--- config.mk ---
export PLATFORM = sky130hd
export DESIGN_NAME = pc_sequencer
export DESIGN_NICKNAME = d
export VERILOG_FILES = /design/src/rtl/pc_sequencer.sv
export SDC_FILE = /design/constraint.sdc
export NUM_CORES = 1
export LEC_CHECK = 0
export CAP_MARGIN = 20
export CORE_ASPECT_RATIO = 0.6
export CORE_UTILIZATION = 50
export CTS_BUF_LIST = sky130_fd_sc_hd__clkbuf_4 sky130_fd_sc_hd__clkbuf_8
export DETAILED_ROUTE_END_ITERATION = 7
export PLACE_DENSITY = 0.74
export REMOVE_ABC_BUFFERS = 1
export SYNTH_ARGS = -nofsm -noshare
export SYNTH_HDL_FRONTEND = slang
export SYNTH_SLANG_ARGS = --single-unit
--- constraint.sdc ---
create_clock -name clk -period 5.34 [get_ports clk]
set_clock_uncertainty 0.15 [all_clocks]
set_input_delay 1.602 -clock clk [delete_from_list [all_inputs] [get_ports clk]]
set_output_delay 1.602 -clock clk [all_outputs]
set_load 0.005 [all_outputs]
--- src/rtl/pc_sequencer.sv ---
// Program-counter sequencer for the fetch stage: sequential, branch, jump and call/return
// through a small return-address stack, with a sticky RAS overflow/underflow fault.
module pc_sequencer #(
    parameter int unsigned       WIDTH     = 16,
    parameter int unsigned       STEP      = 2,
    parameter logic [WIDTH-1:0]  RESET_PC  = '0,
    parameter int unsigned       RAS_DEPTH = 4
) (
    input  logic                           clk,
    input  logic                           reset_n,
    input  logic                           en,
    input  logic [2:0]                     op,
    input  logic                           cond,
    input  logic [WIDTH-1:0]               offset,
    input  logic [WIDTH-1:0]               target,
    output logic [WIDTH-1:0]               pc,
    output logic [$clog2(RAS_DEPTH):0]     ras_count,
    output logic                           ras_full,
    output logic                           ras_empty,
    output logic                           fault
);

    localparam int unsigned PW   = $clog2(RAS_DEPTH);
    localparam int unsigned CntW = PW + 1;

    localparam logic [WIDTH-1:0] StepW   = WIDTH'(STEP);
    localparam logic [CntW-1:0]  FullCnt = CntW'(RAS_DEPTH);
    localparam logic [CntW-1:0]  OneCnt  = CntW'(1);
    localparam logic [PW-1:0]    OneIdx  = PW'(1);

    typedef enum logic [2:0] {
        OpSeq    = 3'b000,
        OpBranch = 3'b001,
        OpJump   = 3'b010,
        OpCall   = 3'b011,
        OpRet    = 3'b100
    } op_e;

    logic [WIDTH-1:0] pc_q, pc_d;
    logic [CntW-1:0]  cnt_q, cnt_d;
    logic             fault_q, fault_d;
    logic [WIDTH-1:0] ras_mem [RAS_DEPTH];

    logic             push;
    logic [WIDTH-1:0] pc_seq;
    logic [PW-1:0]    push_idx;
    logic [PW-1:0]    top_idx;
    logic             full;
    logic             empty;

    assign full     = (cnt_q == FullCnt);
    assign empty    = (cnt_q == '0);
    assign pc_seq   = pc_q + StepW;
    // Low bits of the count wrap to 0 when full, so count-1 still names the top entry.
    assign push_idx = cnt_q[PW-1:0];
    assign top_idx  = cnt_q[PW-1:0] - OneIdx;

    always_comb begin
        pc_d    = pc_q;
        cnt_d   = cnt_q;
        fault_d = fault_q;
        push    = 1'b0;
        if (en) begin
            case (op_e'(op))
                OpBranch: pc_d = cond ? (pc_q + offset) : pc_seq;
                OpJump:   pc_d = target;
                OpCall: begin
                    pc_d = target;
                    if (full) begin
                        fault_d = 1'b1;
                    end else begin
                        push  = 1'b1;
                        cnt_d = cnt_q + OneCnt;
                    end
                end
                OpRet: begin
                    if (empty) begin
                        pc_d    = pc_seq;
                        fault_d = 1'b1;
                    end else begin
                        pc_d  = ras_mem[top_idx];
                        cnt_d = cnt_q - OneCnt;
                    end
                end
                default:  pc_d = pc_seq;
            endcase
        end
    end

    always_ff @(posedge clk or negedge reset_n) begin
        if (!reset_n) begin
            pc_q    <= RESET_PC;
            cnt_q   <= '0;
            fault_q <= 1'b0;
        end else begin
            pc_q    <= pc_d;
            cnt_q   <= cnt_d;
            fault_q <= fault_d;
        end
    end

    // Stack contents need no reset: entries are only read below the valid count.
    always_ff @(posedge clk) begin
        if (push) begin
            ras_mem[push_idx] <= pc_seq;
        end
    end

    assign pc        = pc_q;
    assign ras_count = cnt_q;
    assign ras_full  = full;
    assign ras_empty = empty;
    assign fault     = fault_q;

endmodule
# --- Word level (Yosys, flattened, before mapping) ---
# Memories as Yosys holds them, arrays and structs flattened.
# Index checks and enable logic that the tools add are counted.
totals:
  out_inout_bits: 22
  ram_bits: 64
  n_memories: 1
  elab_cells: 37
  ff_bits: 20
classes:
  eq_ne: 9
  n_addsub: 5
  n_reduce_logical: 5
  n_mux: 14
memory_table:
  columns: ["memory", "depth", "word_bits", "read_ports", "rd_ports_with_merged_regs", "wr", "line", "text"]
  rows:
  - ["ras_mem", 4, 16, 1, 0, 1, "42", "logic [WIDTH-1:0] ras_mem [RAS_DEPTH];"]
ops:
  columns: ["operator", "count"]
  rows:
  - ["$pmux W16 S3", 1]
  - ["$mux W16", 2]
  - ["$add A16 B16 Y16", 1]
  - ["$add A16 B2 Y16 const B", 1]
  - ["$ne A2 B2 Y1 const B", 4]
  - ["$reduce_and A4 Y1", 2]
  - ["$mux W1", 7]
  - ["$eq A3 B2 Y1 const B", 2]
  - ["$eq A3 B3 Y1 const B", 2]
  - ["$mux W3", 2]
  - ["$pmux W3 S2", 1]
  - ["$add A3 B1 Y3 const B", 1]
  - ["$eq A3 B1 Y1 const B", 1]
  - ["$logic_not A3 Y1", 1]
  - ["$sub A3 B1 Y3 const B", 1]
  - ["$pmux W1 S2", 1]
  - ["$reduce_bool A2 Y1", 1]
  - ["$reduce_or A2 Y1", 1]
  - ["$sub A2 B1 Y2 const B", 1]

# --- Longest topological paths before layout ---
# Gate-level depths: netlist of the first run.
logic_depth:
  word_depth: 6
  depth_mapped: 11

# --- Worst setup path after synthesis of the first run ---
# No wires, ideal clock.
synth_timing:
  path_type: "input port to flip-flop"
  from: "input port offset[0]"
  to: "register pc_q[14] (netlist: pc[14])"
  t_required_ps: 5066
  setup_slack_ps: 1608
  arrival_time_ps: 3458
  n_path_buf: 0
  cell_stages: 8
  path_cell_list: "ha_1 -> fa_1 -> a211oi_1 -> o21ai_1 -> and4_1 -> o41a_1 -> a2bb2oi_1 -> o21ai_1"
synth_via:
  elab_chain_len: 3
synth_lines:
  columns: ["element", "line", "text"]
  rows:
  - ["from (decl)", "14", "input logic [WIDTH-1:0] offset,"]
  - ["$add A16 B16 Y16", "65", "OpBranch: pc_d = cond ? (pc_q + offset) : pc_seq;"]
  - ["$mux W16", "65", null]
  - ["$pmux W16 S3", "64", "case (op_e'(op))"]
  - ["to (signal assigned)", "96", "pc_q <= pc_d;"]
  - ["to (decl)", "39", "logic [WIDTH-1:0] pc_q, pc_d;"]
# Every way passes these cells.
# A chain may end at the register's enable or synchronous reset.

# --- Worst setup path after layout of the first run ---
layout_timing:
  from: "input port offset[1]"
  to: "register pc_q[15] (netlist: pc[15])"
# The elaborated chain is that of the path after synthesis.

==> metrics.txt, run 1 <==
commonest register cell after synthesis=edfxtp_1; Post-CTS Setup Repair Bufs=0; Synth top area share=41.9%; max_cap viols=0; slowest stage delay, CP=0.53 ns; Synth warnings=0; Pwr Density=442 nW/um^2; FF-to-FF Start=ras_count[1]; Slew Limit Fails=0; actual slew at the worst max-slew pin=1.05 ns; vias in the first global route=3274; sequential share of power=38.3%; CTS Buf Count=9; peak supply drop=271 uV; gr ovfl total=0; clock tree buffer depth=2; H-tree level count=3; Reg clk slew, reported paths=0.09 ns; die width=126 um; first-pass GRT wire length=17700 um; EDFF count, synth=64; # rows=26; fmax=0.242 GHz; Placer Congestion=0.854; DR iter-0 viols=363; Clk pwr share=17.0%; antenna cells=0; violated checks=DRC; worst reg2reg path depth=8; worst-skew pair later-pin latency=0.37 ns; crit path cell chain=clkdlybuf4s50_1, ha_1, a211oi_1, o211ai_1, a311o_1, or4_1, a31o_1, a21oi_2; Worst Hold Endpoint=fault; CTS tree=done; critical path peak fanout=3; clock sinks=84; Cell Area, Synth=4580 um^2; pin count of the biggest net entering global routing=27; wirelength, routed=11100 um; total negative slack=0 ns; Worst setup SP type=input pin; fin nets=496; status=complete, but fails checks; share of cells above drive strength 1=9.32%; Net Switching=0.000907 W; number of antenna violations at the first check in global routing=0; min-delay worst type=flip-flop to flip-flop; full die area=9570 um^2; Die Y=76.2 um; hold path start=fault; drt pass-1 iters=7; initial core utilization=52.8%; hold_buf cts=0; Netlist cell types=60; Setup crit end kind=flip-flop; headroom to the max-slew limit=29.9%; PortBufs=60; HPWL after DPL=8030 um; slowest stage cell, crit path=or4_1; setup slack, reg-to-reg=2.38 ns; # IOs=61; Syn Inst Count=373; root buffer cell=clkbuf_8; Leak Pwr=1.95 nW; RSZ-0062 raised after global routing=false; core area=8690 um^2; Pint=0.00152 W; synth top area cells=edfxtp_1, dfrtp_1, mux4_2; Comb pwr share=44.6%; CP Data Required Time=5.50 ns; mean post-synth cell area=12.3 um^2; Overall Global Routing Usage=24.6%; switch share=37.4%; Hold Fails Final Rpt=0; sequential area share after synthesis=52.8%; Design Power=0.00243 W; area leader, netlist=edfxtp_1; Worst Path Buf+Inv=1; fraction of registers with async set/reset=23.8%; DRC Markers=4; synth-to-layout area growth=19.7%; DR WL/cell=20.0 um; delay-heaviest family, CP=compound AO/OA/AOI/OAI gates; min cycle time layout=4.13 ns; Arr. time, crit path=4.29 ns; R2R Path End=pc[3]; ANT nets after route=0; critical setup path kind=input pin to flip-flop; Tcrit/Tclk final=77.4%; via count=3482; cts repair resizes=0; Via density=6.31; Synth Register Bits=84; final setup fails=0; hold-critical path depth=1
-- registers in the layout (all words and copies together) (netlist names) --
register,count
fault,1
ras_mem,64
pc,16
ras_count,3
-- metrics by stage --
stage / setup slack, ns / hold slack [ns] / utilization [%] / std cells / instance area (um^2)
after floorplan: 1.61 / 0.316 / - / 359 / 4530
after global placement: 0.919 / 0.337 / 61.1 / 536 / 5310
after detailed placement: 0.872 / 0.322 / 61.1 / 536 / 5310
after CTS: 1.26 / 0.355 / 63.2 / 552 / 5490
after global routing: 1.13 / 0.405 / 63.2 / 552 / 5490
final: 1.21 / 0.369 / 63.2 / 552 / 5490
-- how the worst max path moves through the flow --
stage | from | endpoint | cells after the start
final | offset[1] | pc[15] | 8
after global routing | offset[1] | pc[15] | 8
after CTS | offset[1] | pc[15] | 8
after detailed placement | offset[1] | pc[15] | 8
after global placement | offset[1] | pc[15] | 8
after floorplan | offset[0] | pc[14] | 8
-- final cells by class --
| type | count | area (um^2) |
|---|---|---|
| fillers | 684 | 3200 |
| flip-flops and latches | 84 | 2420 |
| multi-input cells | 266 | 2080 |
| repair buffers | 65 | 638 |
| well taps | 112 | 140 |
| clock buffers | 9 | 124 |
| clock inverters | 7 | 51.3 |
| inverters | 9 | 33.8 |
-- Yosys cell counts, drive strengths merged, types with 5 or more instances --
cell	number
a21oi	16
o21ai	13
inv	8
o21a	6
and2	7
edfxtp	64
a21o	7
xnor2	12
o211ai	5
dfrtp	20
nor2	37
nand2	27
a31oi	7
ha	20
clkbuf	10
xor2	11
nand3	9
a221oi	10
nor3	7
mux4	16
-- routing by layer --
metal / track usage, % / routed length (um) / share of wire, % / up-vias
met4: 3.29 / 40 / 0.36 / 0
li1: - / - / - / 1588
met1: 37.6 / 5250 / 47 / 1725
met2: 35.8 / 4860 / 44 / 161
met5: 0 / 0 / 0 / -
met3: 6.67 / 906 / 8.2 / 8
-- cells in the final DEF, fill, tap and decap left out, types with 5 or more instances in the layout --
cell type,n
nand3_1,9
nand2_1,27
clkbuf_8,9
edfxtp_1,64
dfrtp_1,20
xnor2_1,12
o21ai_0,9
mux4_2,16
o21a_1,6
inv_1,8
clkdlybuf4s50_1,60
a31oi_1,7
ha_1,20
a21o_1,6
a21oi_1,15
a221oi_1,10
and2_1,6
nor3_1,7
buf_4,5
o211ai_1,5
nor2_1,36
xor2_1,11
-- cells by family after synthesis --
logic type	count (synthesis)	synth area share, %
AND/OR/NAND/NOR	112	11.9
buffers and inverters	23	1.99
multiplexers	16	7.86
flip-flops	84	52.8
XOR/XNOR	23	4.39
AO/OA/AOI/OAI	93	14.7
adder cells (fa/ha/maj)	22	6.33
-- power groups by stage --
stage | clock [W] | sequential (W) | combinational [W]
final | 0.000413 | 0.000930 | 0.00108
after floorplan | 0 | 0.000947 | 0.000669
after CTS | 0.000418 | 0.000929 | 0.00108
after detailed placement | 0 | 0.000943 | 0.00107
after global routing | 0.000448 | 0.000941 | 0.00118
after global placement | 0 | 0.000938 | 0.00105
Note: power is estimated with default switching activity, not from simulation.
==> run 2: changes to the inputs <==
PLACE_DENSITY = 0.76   (was 0.74)
clock period = 3.7 ns   (was 5.34 ns; I/O delays follow)
==> metrics.txt, run 2 (synthesis gave the netlist of run 1 again) <==
cts repair resizes=0; max_cap viols=0; most common cell after layout, fill and taps aside=edfxtp_1; Placer Congestion=0.863; root buffer cell=clkbuf_8; Clk pwr share=19.0%; DP Area=5510 um^2; max reg flops=64; status=complete, but fails checks; clock tree buffer depth=2; FF-to-FF Start=pc[0]; clock sinks=84; synth-to-layout area growth=24.7%; RSZ-0062 raised after global routing=false; Overall Global Routing Usage=25.6%; fin nets=522; Net Switching=0.00131 W; total negative slack=0 ns; hold_buf cts=0; Tcrit/Tclk final=95.1%; Setup crit end kind=flip-flop; pin count of the biggest net entering global routing=27; cell area after layout=5720 um^2; Leak Pwr=2.11 nW; # rows=26; gr ovfl total=0; Setup WS post-layout=0.182 ns; Via density=6.25; Worst setup SP type=input pin; sequential share of power=36.1%; via count=3612; multi-input logic area=2080 um^2; peak supply drop=571 uV; fmax=0.284 GHz; full die area=9570 um^2; Crit. Startpoint=offset[0]; actual slew at the worst max-slew pin=0.978 ns; switch share=35.3%; hold_ws=0.358 ns; violated checks=DRC; HPWL after DPL=8650 um; Pint=0.00241 W; final setup fails=0; most frequent cells in the layout=edfxtp_1, clkdlybuf4s50_1, nor2_1; Slew Limit Fails=0; CP Data Required Time=3.85 ns; min cycle time layout=3.52 ns; number of antenna violations at the first check in global routing=0; Post-CTS Setup Repair Bufs=0; critical setup path kind=input pin to flip-flop; antenna cells=0; wirelength, routed=11700 um; register area=2420 um^2; DR WL/cell=20.2 um; Comb pwr share=44.9%; first-pass GRT wire length=18400 um; Pwr Density=651 nW/um^2; # IOs=61; Arr. time, crit path=3.67 ns; Die Y=76.2 um; worst-skew pair later-pin latency=0.36 ns; Reg clk slew, reported paths=0.09 ns; slowest stage delay, CP=0.51 ns; drt pass-1 iters=8; # fillers=648; vias in the first global route=3425; Hold Fails Final Rpt=0; core area=8690 um^2; min-delay worst type=flip-flop to flip-flop; CTS Buf Count=9; headroom to the max-slew limit=34.6%; CTS tree=done; H-tree level count=3; critical path peak fanout=2; PortBufs=60; share of cells above drive strength 1=14.4%; setup slack at placement=-0.173 ns; most flop-heavy register=ras_mem; slowest stage cell, crit path=or4_1; DR iter-0 viols=420; die width=126 um; DRC Markers=5; initial core utilization=52.8%; crit path cell chain=clkdlybuf4s50_1, ha_1, buf_4, a211oi_1, o211ai_1, a311o_1, or4_1, a31o_1, a21oi_2; hold path start=fault; ANT nets after route=0
[run 2: changes by cell type in the layout (fill, tap and decap cells not counted), sizes merged]
cell      delta
buf         +26
bufinv       +2
clkbuf       +1
clkinv       +3
clkinvlp     -4
inv          -2
[run 2: per-layer routing]
layer / up-vias / global-route usage (%) / routed length, um
li1: 1642 / - / -
met1: 1748 / 38.0 / 5400
met2: 206 / 36.9 / 4970
met3: 16 / 6.81 / 1130
met4: 0 / 6.59 / 158
met5: - / 0 / 0
[run 2: worst max-delay path: cells and delay by family]
kind	cells	cell delay, ns
adder cells (fa/ha/maj)	1	0.26
buffers and inverters	2	0.56
AND/OR/NAND/NOR	1	0.51
AO/OA/AOI/OAI	5	1.23
[run 2: path summary, 6_finish.rpt]
path                           to  slack (ns)  cells after the start
max reg2reg                pc[15]        0.83                      8
min in group asynchronous  pc[11]        1.13                      1
min reg2reg                 fault        0.36                      1
max in group asynchronous   pc[5]        1.67                      1
max                        pc[15]        0.18                      9
min                         fault        0.36                      1
[run 2: area by class of cell]
type	count	share of cell area (%)
clock buffer	10	2.30
clock inverter	6	1.38
inverter	9	0.591
multi-input combinational	266	36.3
sequential	84	42.4
tap	112	2.45
timing repair buffer	91	14.6
[run 2: power by group through the flow]
stage                     Combinational [W]  Clock [W]  Sequential [W]
after floorplan                    0.000965          0         0.00137
after global placement              0.00163          0         0.00135
after detailed placement            0.00166          0         0.00136
after CTS                           0.00167   0.000708         0.00134
after global routing                0.00183   0.000754         0.00136
final                               0.00167   0.000706         0.00134
[run 2: through the flow]
stage                     cells  util, %  power [W]
final                       578     65.8    0.00372
after global placement      562     63.4    0.00298
after global routing        578     65.8    0.00394
after CTS                   578     65.8    0.00372
after detailed placement    562     63.4    0.00302
after floorplan             359        -    0.00233
